### src/rtl/sample_framer.sv
// Buffers one SPI-framed burst of 8-bit audio samples for a downstream processor; registered reads (1 cycle).
// Optional frame-energy accumulator enabled by SAMPLE_ENERGY_EN; samples arriving outside a fill are dropped and flagged.
module sample_framer #(
   parameter int DEPTH = 16,
   parameter int AW    = 4
) (
   input  logic              clk,
   input  logic              reset,
   input  logic              ss,
   input  logic              in_valid,
   input  logic [7:0]        in_data,
   output logic              frame_ready,
   output logic [AW:0]       count,
   input  logic              rd_en,
   input  logic [AW-1:0]     rd_addr,
   output logic [7:0]        rd_data,
   output logic              rd_valid,
   input  logic              frame_done,
   output logic              overflow,
   output logic [8+AW-1:0]   energy
);

   typedef enum logic [1:0] {S_IDLE, S_FILL, S_READY} state_t;

   localparam logic [AW:0] C_LAST = (AW+1)'(DEPTH - 1);
   localparam logic [AW:0] C_FULL = (AW+1)'(DEPTH);

   state_t        r_state;
   state_t        w_next;
   logic          r_ss_meta;
   logic          r_ss_sync;
   logic          r_ss_prev;
   logic [AW:0]   r_count;
   logic          r_overflow;
   logic          r_rd_valid;
   logic [7:0]    r_rd_data;
   logic [7:0]    r_mem [DEPTH];

   logic          w_ss_rise;
   logic          w_ss_fall;
   logic          w_wr;
   logic          w_start;

   assign w_ss_rise = r_ss_sync & ~r_ss_prev;
   assign w_ss_fall = ~r_ss_sync & r_ss_prev;
   assign w_start   = (r_state == S_IDLE) && w_ss_rise;
   assign w_wr      = (r_state == S_FILL) && in_valid && (r_count != C_FULL);

   always_ff @(posedge clk or posedge reset) begin
      if (reset) begin
         r_ss_meta <= 1'b0;
         r_ss_sync <= 1'b0;
         r_ss_prev <= 1'b0;
      end else begin
         r_ss_meta <= ss;
         r_ss_sync <= r_ss_meta;
         r_ss_prev <= r_ss_sync;
      end
   end

   always_ff @(posedge clk or posedge reset) begin
      if (reset) r_state <= S_IDLE;
      else       r_state <= w_next;
   end

   always_comb begin
      w_next = r_state;
      case (r_state)
         S_IDLE:  if (w_ss_rise) w_next = S_FILL;
         S_FILL: begin
            // A write landing in the same cycle as the ss fall still counts toward the frame.
            if (w_wr && (r_count == C_LAST))
               w_next = S_READY;
            else if (w_ss_fall)
               w_next = ((r_count != '0) || w_wr) ? S_READY : S_IDLE;
         end
         S_READY: if (frame_done) w_next = S_IDLE;
         default: w_next = S_IDLE;
      endcase
   end

   always_ff @(posedge clk or posedge reset) begin
      if (reset) begin
         r_count    <= '0;
         r_overflow <= 1'b0;
      end else begin
         if (w_start)   r_count <= '0;
         else if (w_wr) r_count <= r_count + 1'b1;
         if (in_valid && !w_wr) r_overflow <= 1'b1;
      end
   end

   always_ff @(posedge clk) begin
      if (w_wr) r_mem[r_count[AW-1:0]] <= in_data;
   end

   always_ff @(posedge clk or posedge reset) begin
      if (reset) begin
         r_rd_valid <= 1'b0;
         r_rd_data  <= 8'h00;
      end else begin
         r_rd_valid <= (r_state == S_READY) && rd_en;
         if ((r_state == S_READY) && rd_en)
            r_rd_data <= ({1'b0, rd_addr} < r_count) ? r_mem[rd_addr] : 8'h00;
      end
   end

`ifdef SAMPLE_ENERGY_EN
   logic [7:0]      w_mag;
   logic [8+AW-1:0] r_energy;

   assign w_mag = in_data[7] ? (in_data - 8'h80) : (8'h80 - in_data);

   always_ff @(posedge clk or posedge reset) begin
      if (reset)        r_energy <= '0;
      else if (w_start) r_energy <= '0;
      else if (w_wr)    r_energy <= r_energy + (8+AW)'(w_mag);
   end

   assign energy = r_energy;
`else
   assign energy = '0;
`endif

   assign frame_ready = (r_state == S_READY);
   assign count       = r_count;
   assign overflow    = r_overflow;
   assign rd_valid    = r_rd_valid;
   assign rd_data     = r_rd_data;

endmodule

### config.mk
export PLATFORM = sky130hd
export DESIGN_NAME = sample_framer
export DESIGN_NICKNAME = d
export VERILOG_FILES = /design/src/rtl/sample_framer.sv
export SDC_FILE = /design/constraint.sdc
export NUM_CORES = 1
export LEC_CHECK = 0
export ABC_CLOCK_PERIOD_IN_PS = 2900
export BUFFER_PORTS_ARGS = -buffer_cell sky130_fd_sc_hd__buf_2
export CAP_MARGIN = 20
export CORE_MARGIN = 2
export CORE_UTILIZATION = 55
export CTS_CLUSTER_SIZE = 16
export DETAILED_ROUTE_END_ITERATION = 10
export PLACE_DENSITY = 0.7
export SYNTH_ARGS = -nofsm -noshare
export SYNTH_HDL_FRONTEND = slang
export SYNTH_SLANG_ARGS = --single-unit
### constraint.sdc
create_clock -name clk -period 2.9 [get_ports clk]
set_input_delay 0.145 -clock clk [delete_from_list [all_inputs] [get_ports clk]]
set_output_delay 0.145 -clock clk [all_outputs]
set_load 0.01 [all_outputs]
==> Word-level counts from Yosys, hierarchy flattened <==
Memory sizes are Yosys's and may differ from the RTL's.
Cells that the tools add are included.
{ "word_totals": {"register_bits": 20, "ram_bits": 128, "in_bits": 18, "mem_count": 1} }
{ "classes": {"add_sub_neg": 1, "n_lt_le_gt_ge": 1, "eq_ne": 7, "n_mux": 11, "bitwise": 4, "reduce_logical": 12} }
{ "memory_table": {"columns": ["name", "depth", "word_bits", "read_ports", "rd_ports_with_merged_regs", "write_ports", "line", "text"], "rows": [
  ["r_mem", 16, 8, 1, 0, 1, "37", "logic [7:0] r_mem [DEPTH];"]
]} }
{ "op_table": {"columns": ["op", "n"], "rows": [
  ["2-to-1 mux 2 bit", 5],
  ["2-to-1 mux 5 bit", 2],
  ["2-to-1 mux 8 bit", 1],
  ["logical AND 1 bit", 6],
  ["case mux 2 bit (3 select lines)", 1],
  ["adder 5 x 1 -> 5 bit, second input constant", 1],
  ["equality test 5 x 4 -> 1 bit, second input constant", 1],
  ["less-than comparator 4 x 5 -> 1 bit", 1],
  ["inequality test 5 bit, second input constant", 1],
  ["nonzero test 5 bit", 1],
  ["inequality test 3 x 2 -> 1 bit, second input constant", 1],
  ["AND reduction 3 bit", 1],
  ["AND 1 bit", 2],
  ["equality test 2 x 1 -> 1 bit, second input constant", 1],
  ["equality test 2 bit, second input constant", 1],
  ["logical NOT 2 bit", 1],
  ["2-to-1 mux 1 bit", 2],
  ["inequality test 2 x 1 -> 1 bit, second input constant", 1],
  ["inequality test 2 bit, second input constant", 1],
  ["NOT 1 bit", 2],
  ["nonzero test 2 bit", 1],
  ["logical NOT 1 bit", 1],
  ["logical OR 1 bit", 1]
]} }

==> Longest topological paths before layout <==
{ "logic_depth": {"word_depth": 8, "mapped_depth": 7} }

==> Worst setup path before layout <==
OpenSTA, ideal clock, no wires.
{ "synth_path": {"kind": "flip-flop to flip-flop", "startpoint": "reg r_count[0] (netlist: count[0])", "endpoint": "mem r_mem[3][0] (enable)", "setup_time_ns": 0.383, "arrival_ns": 1.894, "setup_slack_ns": 0.623, "path_stages_with_launch": 7, "n_path_buf": 1, "synth_period_minus_slack_ns": 2.277, "cell_sequence": "dfrtp_1 inv_1 ha_1 a31oi_1 buf_2 nand2_1 nor3_1"} }
{ "synth_between": {"elab_chain_len": 4} }
{ "synth_rtl": {"columns": ["element", "line", "text"], "rows": [
  ["start, declared", "33", "logic [AW:0] r_count;"],
  ["start signal, assigned", "88", "else if (w_wr) r_count <= r_count + 1'b1;"],
  ["inequality test 5 bit", "47", "assign w_wr = (r_state == S_FILL) && in_valid && (r_count != C_FULL);"],
  ["logical AND 1 bit", "47", null],
  ["2-to-1 mux 1 bit", "94", "if (w_wr) r_mem[r_count[AW-1:0]] <= in_data;"],
  ["2-to-1 mux 1 bit (not written as such)", "94", null],
  ["end, declared", "37", null]
]} }
Parallel ways exist; a longest one is shown, timed or not.

==> Worst setup path in the final report <==
{ "layout_path": {"startpoint": "reg r_count[0] (netlist: count[0])", "endpoint": "mem r_mem[3][2] (enable)"} }
Same word-level chain as after synthesis.

==> run_results.csv <==
group,metric,value,unit
outcome,outcome,"finished, final reports clean",
timing,slew-limit-headroom,0.505,
timing,hold_violations,0,
pwr,p_clk_frac,0.406,
cts,post-cts-setup-buffers,0,
timing,fin_crit_sh,0.701,
placement,gp_congestion,0.780,
synth,yosysSeqAreaShare,0.718,
drt,vias,3074,
synth,ys_top_cells_by_area,"edfxtp_1 64%, dfrtp_1 8.3%, mux4_1 8.3%",
timing,fin_skew,6.15,ps
floorplan,ios,46,
pwr,p_sw_frac,0.227,
cts,cts_resized,0,
flow_run,drv_cap,0,
placement,hpwlAfterDp,7250,µm
timing,setup_viol,0,
placement,place_ws,666,ps
critical_path,cp.arrival,2260,ps
grt,grt_use_total,0.215,
pwr,p_comb_frac,0.105,
cts,cts_root_buf,"clkbuf_8",
critical_path,critPathKind,"reg2reg",
synth,syn_inst,319,
timing,max_freq,492,MHz
floorplan,rows,38,
floorplan,start_util,0.561,
grt,grt_pass1_wl,17600,µm
pwr,ir_drop,0.387,mV
floorplan,core,0.0108,mm²
floorplan,die_x,109,µm
synth,ys_ff_latch,148,
pwr,cellLeakagePower,0.00261,µW
floorplan,die-area,0.0119,mm²
min_path,hold_path.class,"in2reg",
finish,stdcell_area,0.00706,mm²
critical_path,cpMaxStageDelayCell,"dfrtp_1",
grt,overflow,0,
synth,synth_top_area_share,0.635,
finish,area_growth,16.7,%
cts,cts_made_buffers,17,
pwr,seq_power_share,0.489,
critical_path,cp-start-kind,"flop",
drt,drt_wl_total,11600,µm
synth,yosysWarningCount,0,
finish,n_antenna_cell,0,
cts,clkSinkCount,148,
critical_path,crit_path_cell_trace,"inv_1 -> ha_1 -> a31oi_1 -> buf_4 -> nand2_1 -> nor3_1 -> buf_4",
cts,path_clk_slew,60,ps
placement,portBuffers,33,
placement,place_area,0.00637,mm²
drt,viasPerCell,5.68,
cts,cts_max_path_buffers,2,
critical_path,critPathRequiredTime,3130,ps
drt,ant_nets,0,
finish,utilization,0.654,
finish,drive_gt1_frac,0.247,
critical_path,path_max_fanout,11,
drt,route.detailed.drc,0,
grt,grt_max_degree,23,
timing,fin_ws,868,ps
pwr,power_density,729,mW/mm²
timing,tightest_slew,742,ps
synth,yosysTopAreaCell,"edfxtp_1",
synth,avgSynthCellArea,19.0,µm²
pwr,p_sw,1170,µW
cts,cts_tree,"done",
finish,nNetsFinal,414,
drt,drt_iter0_drc,251,
critical_path,cpPeakStageDelay,470,ps
timing,fin_tns_setup,0,ps
synth,synth_cell_types,36,
synth,syn_area,0.00605,mm²
timing,rsz0062_at_grt,"no",
critical_path,crit_top_cell,"buf_4",
drt,firstDrtPassIters,5,
pwr,internal-power,3980,µW
cts,htreeDepth,4,
grt,antenna_found_initial,0,
grt,grt_pass1_vias,3108,
critical_path,cp-end-kind,"flop",
cts,clk_latency,530,ps
drt,routedWlPerCell,21.4,µm
timing,maxSlewViolCount,0,
floorplan,die_y,109,µm
timing,finalCriticalPeriod,2030,ps
finish,fillers,713,
[cells by family (layout without fill, tap and decap cells)]
family	after synthesis	in the layout	share of synthesized area
DFF	148	148	0.718
and+or+nand+nor	55	55	0.0412
AOI/OAI and AO/OA	37	37	0.0467
buffers and inverters	34	105	0.0401
muxes	33	33	0.133
adders and majority gates	8	8	0.0165
xor gates and xnor gates	3	3	0.00434
other	1	12	0.000620
[critical path, delay by kind of cell, from the launching register on]
| family | cells | cell delay, ps |
|---|---|---|
| buffers and inverters | 3 | 520 |
| adders and majority gates | 1 | 260 |
| DFF | 1 | 470 |
| and+or+nand+nor | 2 | 320 |
| AOI/OAI and AO/OA | 1 | 160 |
[registers in the layout, indices dropped and copies added (netlist names)]
name / flops
count: 5
r_ss_sync: 1
rd_valid: 1
r_ss_prev: 1
rd_data: 8
r_ss_meta: 1
r_mem: 128
overflow: 1
r_state: 2
[synthesized netlist by cell type, drive strengths merged]
library cell / n
nand2: 18
ha: 8
o31ai: 1
nor3: 5
and2b: 2
nand3b: 1
conb: 1
a22o: 9
and3: 1
edfxtp: 128
xnor2: 3
nor2: 20
inv: 9
and2: 1
or3: 1
clkbuf: 8
buf: 17
a22oi: 14
nor2b: 2
mux4: 32
a21oi: 1
dfrtp: 20
a211oi: 2
nand2b: 3
a21o: 4
mux2i: 1
a31oi: 4
nand4: 1
o21ai: 2
[path summary, 6_finish.rpt]
kind	startpoint	end	slack [ps]	cells past startpoint
min	in_data[4]	r_mem[5][4]	10	1
max in group asynchronous	reset	overflow	2140	3
min reg2reg	r_ss_meta	r_ss_sync	350	0
min in group asynchronous	reset	rd_data[1]	300	3
max reg2reg	count[0]	r_mem[3][2]	870	7
max	count[0]	r_mem[3][2]	870	7
[layout make-up]
type,instances,area [µm²],area share
Timing Repair Buffer,64,425,0.0603
Clock buffer,22,473,0.0670
Inverter,9,33.8,0.00478
Tap cell,140,175,0.0248
Clock inverter,10,104,0.0147
Multi-Input combinational cell,148,1510,0.213
Sequential cell,148,4340,0.615
[through the flow]
| step | cells | total power, µW | hold WS [ps] |
|---|---|---|---|
| final | 541 | 5150 | 14.0 |
| after detailed placement | 498 | 3090 | 275 |
| after global routing | 541 | 5360 | 12.5 |
| after floorplan | 330 | 2900 | 109 |
| after global placement | 498 | 3080 | 270 |
| after CTS | 541 | 5180 | 0.238 |
[metal layers]
metal	GRT usage	vias to the layer above	wire [µm]
met3	0.0598	12	647
met5	0	-	0
met4	0.0714	0	155
met2	0.347	114	5910
met1	0.285	1553	4890
li1	-	1395	-
[placed cells by master, fill, tap and decap left out, types with 3 or more instances in the layout]
cell type      synthesis  final
nand2_1               18     18
nand2b_1               3      3
xnor2_1                3      3
a22oi_1               14     14
a22o_1                 9      9
buf_2                  1     33
inv_1                  9      9
nor3_1                 5      5
ha_1                   8      8
dlygate4sd3_1          0     11
clkbuf_16              0     16
conb_1                 1     12
a21o_1                 4      4
edfxtp_1             128    128
clkinv_2               0      5
nor2_1                20     20
clkbuf_8               3      5
dfrtp_1               20     20
mux4_2                13     13
mux4_1                19     19
buf_4                 12     20
a31oi_1                3      3
[what timing repair did]
item | 4_1_cts | 5_1_grt
setup endpoints to repair | 0 | 0
hold buffers | 11 | 0
endpoints found under the hold margin | 120 | 0
[power by group through the flow]
stage | Combinational (µW) | Clock [µW] | Sequential [µW]
4_1_cts | 545 | 2130 | 2510
5_1_grt | 602 | 2220 | 2530
3_3_place_gp | 522 | 0 | 2550
2_1_floorplan | 332 | 0 | 2560
6_report | 541 | 2090 | 2520
3_5_place_dp | 529 | 0 | 2560
Note: power is estimated with default switching activity, not from simulation.
